<file path="src/rtl/fetch_controller.sv">
// fetch_controller: single-outstanding-request instruction fetch unit.
// Issues one word-aligned request at a time, presents the returned word to
// decode and holds it until consumed. Redirects that land while a request is
// outstanding and unanswered are parked in pend_target, and the stale
// response is dropped (DRAIN) before fetching from the new address.
module fetch_controller #(
  parameter logic [63:0] RESET_PC = 64'd0
) (
  input  logic        clk,
  input  logic        reset,
  input  logic        redirect,
  input  logic [63:0] redirect_target,
  output logic        imem_req,
  output logic [63:0] imem_addr,
  input  logic        imem_ready,
  input  logic [31:0] imem_rdata,
  output logic        inst_valid,
  output logic [31:0] Instruction,
  output logic [63:0] inst_pc,
  input  logic        dec_ready,
  output logic [31:0] fetch_count
);

  localparam logic [1:0] S_IDLE  = 2'd0;
  localparam logic [1:0] S_FETCH = 2'd1;
  localparam logic [1:0] S_HOLD  = 2'd2;
  localparam logic [1:0] S_DRAIN = 2'd3;

  logic [1:0]  r_state;
  logic [63:0] r_pc;
  logic [63:0] r_pend_target;
  logic        r_inst_valid;
  logic [31:0] r_instruction;
  logic [63:0] r_inst_pc;
  logic [31:0] r_fetch_count;

  logic [63:0] w_target;

  // Redirect target with the byte-offset bits forced to zero.
  assign w_target = {redirect_target[63:2], 2'b00};

  // Fetch sequencing, PC update, instruction latch and consume counter.
  always_ff @(posedge clk) begin
    // NOTE: state is updated with non-blocking assignments so every branch
    // below reads the pre-edge values, regardless of statement order.
    if (reset) begin
      r_state       <= S_IDLE;
      r_pc          <= RESET_PC;
      r_pend_target <= 64'd0;
      r_inst_valid  <= 1'b0;
      r_instruction <= 32'd0;
      r_inst_pc     <= 64'd0;
      r_fetch_count <= 32'd0;
    end else begin
      case (r_state)
        S_IDLE: r_state <= S_FETCH;

        S_FETCH: begin
          if (imem_ready) begin
            if (redirect) begin
              // Response arrives with a redirect: drop it, refetch at target.
              r_pc <= w_target;
            end else begin
              r_instruction <= imem_rdata;
              r_inst_pc     <= r_pc;
              r_inst_valid  <= 1'b1;
              r_pc          <= r_pc + 64'd4;
              r_state       <= S_HOLD;
            end
          end else if (redirect) begin
            // Address must stay stable until the memory answers, so park
            // the target and drain the outstanding request first.
            r_pend_target <= w_target;
            r_state       <= S_DRAIN;
          end
        end

        S_DRAIN: begin
          if (imem_ready) begin
            r_pc    <= redirect ? w_target : r_pend_target;
            r_state <= S_FETCH;
          end else if (redirect) begin
            r_pend_target <= w_target;
          end
        end

        S_HOLD: begin
          if (dec_ready || redirect) begin
            r_inst_valid <= 1'b0;
            r_state      <= S_FETCH;
            if (dec_ready) r_fetch_count <= r_fetch_count + 32'd1;
            if (redirect)  r_pc          <= w_target;
          end
        end

        default: r_state <= S_IDLE;
      endcase
    end
  end

  assign imem_req    = (r_state == S_FETCH) || (r_state == S_DRAIN);
  assign imem_addr   = r_pc;
  assign inst_valid  = r_inst_valid;
  assign Instruction = r_instruction;
  assign inst_pc     = r_inst_pc;
  assign fetch_count = r_fetch_count;

endmodule

</file>
<file path="config.mk">
export PLATFORM = sky130hd
export DESIGN_NAME = fetch_controller
export DESIGN_NICKNAME = d
export VERILOG_FILES = /design/src/rtl/fetch_controller.sv
export SDC_FILE = /design/constraint.sdc
export NUM_CORES = 1
export LEC_CHECK = 0
export CAP_MARGIN = 20
export CORE_ASPECT_RATIO = 0.5
export CORE_UTILIZATION = 54
export DETAILED_ROUTE_END_ITERATION = 8
export PLACE_DENSITY = 0.85
export RECOVER_POWER = 50
export SLEW_MARGIN = 20
export SYNTH_ARGS = -nofsm -noshare
export SYNTH_HDL_FRONTEND = slang
export SYNTH_SLANG_ARGS = --single-unit
</file>
<file path="constraint.sdc">
create_clock -name clk -period 6.8 [get_ports clk]
set_input_delay 1.36 -clock clk [delete_from_list [all_inputs] [get_ports clk]]
set_output_delay 1.36 -clock clk [all_outputs]
set_load 0.005 [all_outputs]
</file>
# [Word-level counts from Yosys, hierarchy flattened]
# Cells that the tools add are included.
[totals] register_bits=259 latchBits=0 ramBits=0 rom_bits=0 output_inout_bits=194 elab_cells=50 memories=0
[op_classes] n_addsub=2 n_mul=0 div_mod_pow=0 magnitude_cmp=0 n_eq_ne=10 shifts=0 n_mux=17 n_bitwise=2 n_reduce_logical=12
[op_table] op="$mux W64" n=6
[op_table] op="$pmux W64 S3" n=1
[op_table] op="$add A64 B3 Y64 const B" n=1
[op_table] op="$add A32 B1 Y32 const B" n=1
[op_table] op="$mux W2" n=5
[op_table] op="$ne A2 B2 Y1 const B" n=5
[op_table] op="$pmux W2 S4" n=1
[op_table] op="$reduce_and A4 Y1" n=2
[op_table] op="$ne A3 B3 Y1 const B" n=2
[op_table] op="$reduce_and A3 Y1" n=2
[op_table] op="$reduce_and A5 Y1" n=1
[op_table] op="$eq A2 B2 Y1 const B" n=2
[op_table] op="$mux W1" n=3
[op_table] op="$reduce_bool A3 Y1" n=1
[op_table] op="$eq A2 B1 Y1 const B" n=1
[op_table] op="$logic_not A2 Y1" n=1
[op_table] op="$logic_or A1 B1 Y1" n=2
[op_table] op="$not A1 Y1" n=2
[op_table] op="$pmux W1 S2" n=1
[op_table] op="$reduce_and A2 Y1" n=1
[op_table] op="$reduce_bool A2 Y1" n=1
[op_table] op="$reduce_or A2 Y1" n=1

# [Longest topological paths before layout]
# Gate-level depths: netlist of run 1.
[logic_depth] depth_word=4 mapped_depth=9 mapped_depth_nobuf=7

# [Worst setup path before layout of run 1]
# Ideal clock, no wire load.
[synth_path] path_type="input -> register" startpoint="in redirect" endpoint="reg r_instruction[10], in the netlist Instruction[10]" setup_time_ns=0.070 arrival_ns=2.934 slack_ns=3.795 path_stages=8 path_buffers=4 cell_sequence="clkbuf_1 -> or2_2 -> clkbuf_1 -> nor2_1 -> clkbuf_1 -> buf_1 -> nand2_1 -> a21oi_1"
[synth_via] elab_chain_cells=2
[synth_lines] item="start, declared" line_no="11" source="input logic redirect,"
[synth_lines] item="$not A1 Y1 (no line)"
[synth_lines] item="$reduce_and A3 Y1 (no line)"
[synth_lines] item="end signal, assigned" line_no="64" source="r_instruction <= imem_rdata;"
[synth_lines] item="end, declared" line_no="33" source="logic [31:0] r_instruction;"
# Every way passes these cells.
# A chain may end at the register's enable or synchronous reset.

# [Worst setup path in the final report of run 1]
[layout_path] startpoint="in imem_ready" endpoint="reg r_inst_pc[55], in the netlist inst_pc[55]"
[layout_via] elab_chain_cells=1
[layout_lines] item="start, declared" line_no="15" source="input logic imem_ready,"
[layout_lines] item="$reduce_and A3 Y1 (no line)"
[layout_lines] item="end signal, assigned" line_no="65" source="r_inst_pc <= r_pc;"
[layout_lines] item="end, declared" line_no="34" source="logic [63:0] r_inst_pc;"
# Every way passes these cells.

==> impl_metrics.py, run 1 <==
metrics = {
    "worst_setup_path": {
        "r2r-end": "imem_addr[37]$_SDFFE_PP0P_",
        "crit_type": "in -> reg",
        "rr_startpoint": "r_state[1]$_SDFFE_PP0P_",
        "ff2ff_path_depth": 7,
        "crit_path_max_fanout": 50,
        "crit_top_cell": "nand2_1",
        "end_kind": "flip-flop",
        "start_kind": "input port",
        "cp-endpoint": "inst_pc[55]$_SDFFE_PP0P_",
        "startpoint": "imem_ready",
        "critical_path_arrival_ns": 5.48,
        "cpLargestDelayFamily": "buffers and inverters",
        "cp_cell_sequence": "dlygate4sd3_1, nand2_1, o21a_1, clkbuf_1, nor2_4, buf_4, nand2_1, a21oi_1",
        "path_buf_inv": 3,
        "cp.depth": 8,
        "slowest_delay_ns": 1.82,
        "cp_slowest_cell": "clkbuf_1",
        "r2r_slack_ns": 2.03,
        "cp.required_ns": 7.16,
    },
    "clock_tree": {
        "clockRootBuffer": "clkbuf_16",
        "cts_setup_buffers": 0,
        "htreeDepth": 1,
        "clkSlewWorstSetupHoldPaths_ns": 0.07,
        "cts_resized": 0,
        "postCtsHoldBufs": 0,
        "cts_tree": "done",
        "insertion_delay_ns": 0.54,
        "numClockSinks": 259,
        "cts_buffers": 24,
        "clock_path_buffers": 3,
    },
    "logic_synthesis": {
        "netlist_area_sq_um": 12000,
        "synthTopCellsByArea": "dfxtp_1 43%, nand2_1 14%, a21oi_1 9.4%",
        "ys_ff_latch": 259,
        "ys_async_sr_fraction": 0,
        "yosysWarnings": 0,
        "syn_nets": 1716,
        "yosysSeqAreaShare": 0.433,
        "yosysUniqueCellTypes": 64,
        "synthCells": 1613,
        "syn_area_per_cell_sq_um": 7.43,
        "synth_edf_count": 0,
        "synth_ff_type": "dfxtp_1",
        "synth_largest_area_cell": "dfxtp_1",
        "synth_top_area_frac": 0.433,
        "synth.most_common_cell": "nand2_1",
        "synthTopCellsByCount": "438 x nand2_1, 259 x dfxtp_1, 226 x a21oi_1",
    },
    "route": {
        "routed-via-count": 13033,
        "wl_per_cell_um": 19.1,
        "avgViaCountPerCell": 6.07,
        "ant_nets": 0,
        "drt_wl_total_um": 41000,
        "drt-initial-drc-count": 1764,
        "drtPass1Iterations": 9,
        "drc": 0,
    },
    "placed_design": {
        "routabilityCongestion": 0.952,
        "dpl_cell_area_sq_um": 15000,
        "preCtsSetupSlack_ns": 2.08,
        "hpwl_um": 27400,
        "io_buffers": 292,
    },
    "cells_and_area": {
        "diodes": 0,
        "fin_nets": 1932,
        "stdcell_area_sq_um": 15800,
        "drive_gt1_frac": 0.0433,
        "area_delta_synth_final_pct": 32.1,
    },
    "pwr": {
        "ir_drop_uv": 145,
        "switching_power_uw": 905,
        "netSwitchingFraction": 0.261,
        "combPwrFrac": 0.114,
        "power.density_nw_per_um2": 219,
        "finalPower_mw": 3.47,
        "clkPwrFrac": 0.413,
        "p_seq_frac": 0.473,
        "cellLeakagePower_nw": 5.73,
        "internal_power_mw": 2.56,
    },
    "die": {
        "core_sq_um": 21700,
        "start_util": 0.552,
        "core.rowCount": 38,
        "io_pins": 295,
        "die_x_um": 213,
        "dieHeight_um": 107,
        "fp.dieArea_sq_um": 22800,
    },
    "run_status": {
        "status": "finished with violations",
        "violations": "max-capacitance violations, max-slew violations",
    },
    "timing": {
        "drv_slew": 220,
        "hold_slack_ns": 0.450,
        "fmax_mhz": 195,
        "fin_ws_ns": 1.68,
        "post-route-period-util": 0.753,
        "tightest_slew_ns": 3.22,
        "hold_viol_final": 0,
        "fin_setup_tns_ns": 0,
        "slew_headroom": -1.15,
        "setup_violations": 0,
        "skew_ns": 0.0145,
        "rsz0062_at_grt": "false",
        "fin_crit_ns": 5.12,
    },
    "grt": {
        "grt_pass1_vias": 12039,
        "grt_use_total": 0.346,
        "grt_overflow": 0,
        "grt_max_degree": 104,
        "grt_pass1_wl_um": 63100,
        "antenna_found_initial": 0,
    },
    "min_path": {
        "hp-class": "reg -> reg",
    },
    "flow_run": {
        "maxCapViolCount": 4,
    },
}
-- worst min path at each step --
stage / start / endpoint / slack, ns / cells past startpoint
3_3_place_gp: r_pend_target[30]$_SDFFE_PP0P_ / r_pend_target[30]$_SDFFE_PP0P_ / 0.44 / 2
4_1_cts: inst_pc[51]$_SDFFE_PP0P_ / inst_pc[51]$_SDFFE_PP0P_ / 0.45 / 2
2_1_floorplan: r_pend_target[19]$_SDFFE_PP0P_ / r_pend_target[19]$_SDFFE_PP0P_ / 0.43 / 2
5_1_grt: inst_pc[23]$_SDFFE_PP0P_ / inst_pc[23]$_SDFFE_PP0P_ / 0.46 / 2
6_report: inst_pc[10]$_SDFFE_PP0P_ / inst_pc[10]$_SDFFE_PP0P_ / 0.45 / 2
3_5_place_dp: inst_pc[37]$_SDFFE_PP0P_ / inst_pc[37]$_SDFFE_PP0P_ / 0.45 / 2
-- worst register-to-register path, stage by stage, from the launching register on --
cell and delay (ns):
dfxtp_1 0.94, clkbuf_1 1.76, nor3b_1 0.33, nand2_4 0.59, buf_4 0.68, nor2_1 0.11
mux2i_1 0.15, a21oi_1 0.07
-- power by group through the flow --
| stage | sequential (mW) | combinational [mW] | clock (mW) |
|---|---|---|---|
| 6_report | 1.64 | 0.395 | 1.43 |
| 5_1_grt | 1.64 | 0.427 | 1.50 |
| 4_1_cts | 1.64 | 0.392 | 1.44 |
| 3_5_place_dp | 1.67 | 0.389 | 0 |
| 3_3_place_gp | 1.67 | 0.378 | 0 |
| 2_1_floorplan | 1.65 | 0.197 | 0 |
-- routing by layer --
metal  vias to the layer above  part of all wire  global-route usage
li1                       6049                 -                   -
met1                      6207              0.41               0.449
met2                       686              0.46               0.571
met3                        91             0.096              0.0811
met4                         0             0.029               0.107
met5                         -                 0                   0
-- sequential cells by signal, indices dropped and copies added, names as in the netlist --
name	count
r_pend_target	64
inst_valid	1
imem_addr	64
inst_pc	64
fetch_count	32
r_state	2
Instruction	32
-- placed cells by master (no fill, tap or decap), types with 3 or more instances in the layout --
cell / netlist / final
a22o_1: 17 / 17
clkinv_2: 0 / 6
a211oi_1: 5 / 5
nor4_1: 19 / 19
or4_1: 6 / 6
a21o_1: 6 / 6
o21a_1: 3 / 3
and2_1: 14 / 14
clkbuf_1: 112 / 6
inv_1: 12 / 12
a311oi_1: 5 / 5
clkdlybuf4s50_1: 0 / 156
nand4_1: 28 / 28
dfxtp_1: 259 / 259
xor2_1: 24 / 24
nor2_1: 93 / 91
nor3_1: 31 / 30
clkbuf_8: 0 / 7
o21ai_0: 74 / 74
and3_1: 32 / 32
nand2_1: 438 / 436
clkbuf_16: 0 / 25
buf_4: 0 / 12
xnor2_1: 12 / 12
mux2i_1: 11 / 11
a22oi_1: 10 / 10
dlygate4sd3_1: 0 / 134
nand3_1: 48 / 48
a221oi_1: 4 / 4
and4_1: 7 / 7
o211ai_1: 16 / 16
o22ai_1: 9 / 9
a21oi_1: 226 / 226
or3_1: 12 / 12
a31oi_1: 14 / 14
o41ai_1: 4 / 4
o31ai_1: 8 / 8
nor4_2: 3 / 3
-- logic make-up after synthesis --
group,Yosys count,synth area share
compound gates,423,0.206
xor+xnor,36,0.0263
fa+ha+maj,2,0.00209
buf+inv,132,0.0416
flops,259,0.433
mux,11,0.00919
simple gates,750,0.282
-- area by class of cell --
class                      count  area (sq um)
fill                        1675          5900
inverter                      12          45.0
sequential                   259          5180
clock buffer                  32           712
multi-input combinational   1222          6340
clock inverter                11           114
timing repair buffer         310          3060
tap                          300           375
-- metrics by stage --
| step | util | std cells |
|---|---|---|
| after global routing | 0.728 | 2146 |
| after floorplan | - | 1613 |
| final | 0.728 | 2146 |
| after global placement | 0.690 | 2101 |
| after detailed placement | 0.690 | 2101 |
| after CTS | 0.728 | 2144 |
Note: power is estimated with default switching activity, not from simulation.
==> run 2, diff against run 1 <==
--- a/config.mk
+++ b/config.mk
@@ -7,9 +7,9 @@
 export LEC_CHECK = 0
 export CAP_MARGIN = 20
 export CORE_ASPECT_RATIO = 0.5
-export CORE_UTILIZATION = 54
+export CORE_UTILIZATION = 50
 export DETAILED_ROUTE_END_ITERATION = 8
-export PLACE_DENSITY = 0.85
+export PLACE_DENSITY = 0.8
 export RECOVER_POWER = 50
 export SLEW_MARGIN = 20
 export SYNTH_ARGS = -nofsm -noshare
==> constraint.sdc (replaced) <==
create_clock -name clk -period 5.3 [get_ports clk]
set_input_delay 1.06 -clock clk [delete_from_list [all_inputs] [get_ports clk]]
set_output_delay 1.06 -clock clk [all_outputs]
set_load 0.005 [all_outputs]
==> run 2 against run 1 <==
- global-route usage decreased by 2.6 points
- the run still ends with max-capacitance violations, max-slew violations left
- flip-flop and latch count stayed put
- core utilization decreased by 4.6 points
- critical path type unchanged
- sequential power grew 28%
==> impl_metrics.py, run 2 (same netlist as run 1, synthesis figures left out) <==
metrics = {
    "run_status": {
        "status": "finished with violations",
        "violations": "max-capacitance violations, max-slew violations",
    },
    "min_path": {
        "hp-class": "reg -> reg",
    },
    "flow_run": {
        "maxCapViolCount": 3,
    },
    "grt": {
        "antenna_found_initial": 0,
        "grt_use_total": 0.321,
        "grt_pass1_wl_um": 64000,
        "grt_max_degree": 106,
        "grt_overflow": 0,
        "grt_pass1_vias": 11777,
    },
    "placed_design": {
        "hpwl_um": 27700,
        "routabilityCongestion": 0.956,
        "io_buffers": 292,
        "place_inst": 2111,
        "dpl_cell_area_sq_um": 15000,
    },
    "worst_setup_path": {
        "rr_startpoint": "r_state[1]$_SDFFE_PP0P_",
        "crit_type": "in -> reg",
        "cp_slowest_cell": "o21ai_1",
        "start_kind": "input port",
        "cp.depth": 7,
        "cp.required_ns": 5.66,
        "r2r_slack_ns": 1.71,
        "cpLargestDelayFamily": "compound AO/OA/AOI/OAI gates",
        "startpoint": "redirect",
        "critical_path_arrival_ns": 4.46,
        "end_kind": "flip-flop",
        "slowest_delay_ns": 1.63,
        "path_buf_inv": 2,
        "crit_path_max_fanout": 25,
        "ff2ff_path_depth": 6,
        "cp-endpoint": "imem_addr[12]$_SDFFE_PP0P_",
        "r2r-end": "imem_addr[12]$_SDFFE_PP0P_",
        "cp_cell_sequence": "clkbuf_1, nand2_1, o21ai_1, buf_4, o21ai_0, a22oi_1, nor2_1",
    },
    "die": {
        "dieHeight_um": 111,
        "fp.dieArea_sq_um": 24600,
        "io_pins": 295,
        "die_x_um": 221,
        "start_util": 0.517,
        "core.rowCount": 39,
        "core_sq_um": 23200,
    },
    "cells_and_area": {
        "most-common-layout-cells": "437 x nand2_1, 258 x dfxtp_1, 226 x a21oi_1",
        "fill_cells": 1874,
        "final_cells": 2154,
        "ff_latch_area_sq_um": 5190,
        "area_delta_synth_final_pct": 31.9,
        "diodes": 0,
        "multi_input_area_sq_um": 6330,
        "stdcell_area_sq_um": 15800,
        "final_common_cell": "nand2_1",
        "fin_nets": 1933,
        "drive_gt1_frac": 0.0406,
    },
    "timing": {
        "skew_ns": 0.0141,
        "hold_viol_final": 0,
        "setup_violations": 0,
        "tightest_slew_ns": 2.12,
        "fin_setup_tns_ns": 0,
        "fmax_mhz": 244,
        "slew_headroom": -0.420,
        "fin_crit_ns": 4.10,
        "drv_slew": 198,
        "rsz0062_at_grt": "false",
        "post-route-period-util": 0.774,
    },
    "route": {
        "drc": 0,
        "drtPass1Iterations": 6,
        "wl_per_cell_um": 18.8,
        "drt-initial-drc-count": 1553,
        "routed-via-count": 12837,
        "ant_nets": 0,
        "avgViaCountPerCell": 5.96,
        "drt_wl_total_um": 40600,
    },
    "clock_tree": {
        "cts_tree": "done",
        "numClockSinks": 259,
        "clock_path_buffers": 3,
        "clockRootBuffer": "clkbuf_16",
        "cts_setup_buffers": 0,
        "cts_buffers": 24,
        "clkSlewWorstSetupHoldPaths_ns": 0.07,
        "insertion_delay_ns": 0.55,
        "cts_resized": 0,
        "htreeDepth": 1,
        "postCtsHoldBufs": 0,
    },
    "pwr": {
        "power.density_nw_per_um2": 279,
        "cellLeakagePower_nw": 5.90,
        "ir_drop_uv": 249,
    },
}
run 2: cell count changes in the layout (fill, tap and decap cells not counted), moves of 2 or more:
cell             previous run  this run
dlygate4sd3_1             134       186
clkbuf_2                    0         2
clkinvlp_4                  2         0
buf_4                      12        15
clkinv_2                    6         3
clkbuf_1                    6        10
clkdlybuf4s50_1           156       104
run 2: tightest hold or removal path, delay by kind of cell, from the launching register on:
kind,cells,cell delay (ns)
and+or+nand+nor,1,0.05
AOI/OAI and AO/OA,1,0.05
DFF,1,0.31
run 2: worst min path at each step:
stage                                        start                              to  slack, ns  cells past startpoint
global route              inst_pc[11]$_SDFFE_PP0P_        inst_pc[11]$_SDFFE_PP0P_       0.47                      2
detailed placement  r_pend_target[46]$_SDFFE_PP0P_  r_pend_target[46]$_SDFFE_PP0P_       0.44                      2
finish                    inst_pc[20]$_SDFFE_PP0P_        inst_pc[20]$_SDFFE_PP0P_       0.45                      2
global placement    r_pend_target[36]$_SDFFE_PP0P_  r_pend_target[36]$_SDFFE_PP0P_       0.44                      2
CTS                 r_pend_target[46]$_SDFFE_PP0P_  r_pend_target[46]$_SDFFE_PP0P_       0.45                      2
floorplan           r_pend_target[19]$_SDFFE_PP0P_  r_pend_target[19]$_SDFFE_PP0P_       0.43                      2
run 2: stage by stage:
| step | utilization | total power [mW] | hold WS, ns | setup WS (ns) |
|---|---|---|---|---|
| after floorplan | - | 2.37 | 0.432 | 2.60 |
| after global placement | 0.648 | 2.63 | 0.437 | 1.75 |
| after detailed placement | 0.648 | 2.65 | 0.444 | 1.72 |
| after CTS | 0.683 | 4.43 | 0.452 | 1.96 |
| after global routing | 0.682 | 4.56 | 0.467 | 1.02 |
| final | 0.682 | 4.40 | 0.452 | 1.20 |
run 2: per-layer routing:
layer  up-vias  GRT usage  part of all wire
li1       6052          -                 -
met1      6118      0.424              0.42
met2       605      0.525              0.46
met3        62     0.0808             0.095
met4         0     0.0807             0.022
met5         -          0                 0
run 2: cell type report:
class / count / share of cell area
Clock buffer: 38 / 0.0458
Clock inverter: 5 / 0.00475
Inverter: 12 / 0.00285
Multi-Input combinational cell: 1222 / 0.400
Sequential cell: 259 / 0.328
Tap cell: 307 / 0.0243
Timing Repair Buffer: 311 / 0.194
run 2: power breakdown:
group          internal (mW)  leakage (nW)  switching (mW)
clock network           1.03         0.393           0.774
logic                  0.226          3.40           0.272
registers               2.01          2.10          0.0902
==> run 3, diff against run 2 <==
--- a/config.mk
+++ b/config.mk
@@ -7,9 +7,9 @@
 export LEC_CHECK = 0
 export CAP_MARGIN = 20
 export CORE_ASPECT_RATIO = 0.5
-export CORE_UTILIZATION = 50
+export CORE_UTILIZATION = 45
 export DETAILED_ROUTE_END_ITERATION = 8
-export PLACE_DENSITY = 0.8
+export PLACE_DENSITY = 0.76
 export RECOVER_POWER = 50
 export SLEW_MARGIN = 20
 export SYNTH_ARGS = -nofsm -noshare
==> constraint.sdc (replaced) <==
create_clock -name clk -period 3.45 [get_ports clk]
set_input_delay 0.69 -clock clk [delete_from_list [all_inputs] [get_ports clk]]
set_output_delay 0.69 -clock clk [all_outputs]
set_load 0.005 [all_outputs]
==> run 3 against run 2 <==
- the run still ends with max-capacitance violations, max-slew violations left
- clock-buffer cell count rose by 3
- power rose by 52%
- critical path depth fell by 4
- non-clock buffer count rose by 21
- largest cell class unchanged
- largest power group unchanged
- highest routed layer unchanged
==> impl_metrics.py, run 3 (same netlist as run 1, synthesis figures left out) <==
metrics = {
    "run_status": {
        "status": "finished with violations",
        "violations": "max-capacitance violations, max-slew violations",
    },
    "worst_setup_path": {
        "slowest_delay_ns": 1.38,
        "crit_path_max_fanout": 83,
        "cpLargestDelayFamily": "buffers and inverters",
        "path_buf_inv": 2,
        "end_kind": "flip-flop",
        "crit_type": "in -> reg",
        "start_kind": "input port",
        "cp.required_ns": 3.79,
        "crit_top_cell": "clkbuf_2",
        "cp_slowest_cell": "clkbuf_2",
        "r2r_slack_ns": 0.50,
        "critical_path_arrival_ns": 3.31,
        "cp_cell_sequence": "clkbuf_2, clkbuf_2, o32ai_1",
    },
    "timing": {
        "rsz0062_at_grt": "false",
        "drv_slew": 84,
        "fmax_mhz": 337,
        "fin_ws_ns": 0.479,
        "skew_ns": 0.0115,
        "fin_setup_tns_ns": 0,
        "hold_viol_final": 0,
        "tightest_slew_ns": 1.73,
        "post-route-period-util": 0.861,
        "fin_crit_ns": 2.97,
        "hold_slack_ns": 0.448,
        "slew_headroom": -0.154,
        "setup_violations": 0,
    },
    "pwr": {
        "netSwitchingFraction": 0.255,
        "combPwrFrac": 0.119,
        "p_seq_frac": 0.478,
        "clkPwrFrac": 0.404,
        "cellLeakagePower_nw": 5.85,
        "ir_drop_uv": 361,
        "finalPower_mw": 6.71,
        "power.density_nw_per_um2": 419,
        "switching_power_mw": 1.71,
        "internal_power_mw": 5.00,
    },
    "clock_tree": {
        "clock_path_buffers": 3,
        "clockRootBuffer": "clkbuf_16",
        "cts_resized": 0,
        "cts_tree": "done",
        "clkSlewWorstSetupHoldPaths_ns": 0.07,
        "insertion_delay_ns": 0.53,
        "postCtsHoldBufs": 0,
        "cts_buffers": 24,
        "htreeDepth": 1,
        "numClockSinks": 259,
        "cts_setup_buffers": 0,
    },
    "die": {
        "die_x_um": 233,
        "fp.dieArea_sq_um": 27300,
        "core.rowCount": 41,
        "start_util": 0.467,
        "io_pins": 295,
        "core_sq_um": 25600,
        "dieHeight_um": 117,
    },
    "cells_and_area": {
        "stdcell_area_sq_um": 16000,
        "final_common_cell": "nand2_1",
        "drive_gt1_frac": 0.0524,
        "final_cells": 2214,
        "fin_util": 0.624,
        "most-common-layout-cells": "436 x nand2_1, 258 x dfxtp_1, 226 x a21oi_1",
        "fin_nets": 1954,
        "area_delta_synth_final_pct": 33.6,
        "fill_cells": 2332,
    },
    "route": {
        "drtPass1Iterations": 6,
        "drc": 0,
        "wl_met2_um": 17500,
        "wl_met3_um": 2880,
        "highest_layer": "met4",
        "m1WireLength_um": 17200,
        "drt-initial-drc-count": 1077,
        "drt_wl_total_um": 38500,
        "routed-via-count": 12613,
        "ant_nets": 0,
        "avgViaCountPerCell": 5.70,
        "wl_per_cell_um": 17.4,
    },
    "placed_design": {
        "dpl_cell_area_sq_um": 15300,
        "io_buffers": 292,
        "hpwl_um": 26400,
        "preCtsSetupSlack_ns": 0.466,
        "place_inst": 2169,
        "routabilityCongestion": 0.923,
    },
    "grt": {
        "grt_overflow": 0,
        "antenna_found_initial": 1,
        "grt_max_degree": 84,
        "grt_use_total": 0.274,
        "grt_pass1_vias": 11156,
        "grt_pass1_wl_um": 61200,
    },
    "min_path": {
        "hp-class": "reg -> reg",
    },
    "flow_run": {
        "maxCapViolCount": 1,
    },
}
## run 3: cell types whose count changed in the layout (fill, tap and decap cells not counted), sizes merged
cell	before	now
clkdlybuf4s50	104	151
dlygate4sd3	186	139
buf	16	35
clkbuf	43	48
bufinv	2	0
diode	0	1
## run 3: path summary, 6_finish.rpt
| check | to | depth (start not counted) | startpoint |
|---|---|---|---|
| min | Instruction[28]$_SDFFE_PP0P_ | 2 | Instruction[28]$_SDFFE_PP0P_ |
| max reg2reg | imem_addr[13]$_SDFFE_PP0P_ | 6 | r_state[0]$_SDFFE_PP0P_ |
| max | imem_addr[20]$_SDFFE_PP0P_ | 3 | reset |
| min reg2reg | Instruction[28]$_SDFFE_PP0P_ | 2 | Instruction[28]$_SDFFE_PP0P_ |
## run 3: routing by layer
layer | GRT usage | up-vias
li1 | - | 6110
met1 | 0.382 | 6007
met2 | 0.429 | 429
met3 | 0.0630 | 67
met4 | 0.0629 | 0
met5 | 0 | -
## run 3: worst register-to-register path: cells and delay by family (launching register included)
kind | cells | cell delay [ns]
and+or+nand+nor | 1 | 0.25
buffers and inverters | 2 | 1.37
DFF | 1 | 0.35
AOI/OAI and AO/OA | 3 | 0.87
## run 3: power groups by stage
stage                     clock, mW  sequential, mW  combinational (mW)
final                          2.71            3.21               0.798
after global routing           2.89            3.22               0.868
after CTS                      2.75            3.21               0.812
after detailed placement          0            3.27               0.808
after global placement            0            3.27               0.800
after floorplan                   0            3.24               0.389
## run 3: layout make-up
class,count,area (sq um),share of cell area
Antenna cell,1,2.50,0.000156
Clock buffer,41,786,0.0491
Clock inverter,3,15.0,0.000938
Inverter,12,45.0,0.00281
Multi-Input combinational cell,1222,6330,0.395
Sequential cell,259,5190,0.324
Tap cell,344,430,0.0269
Timing Repair Buffer,332,3220,0.201
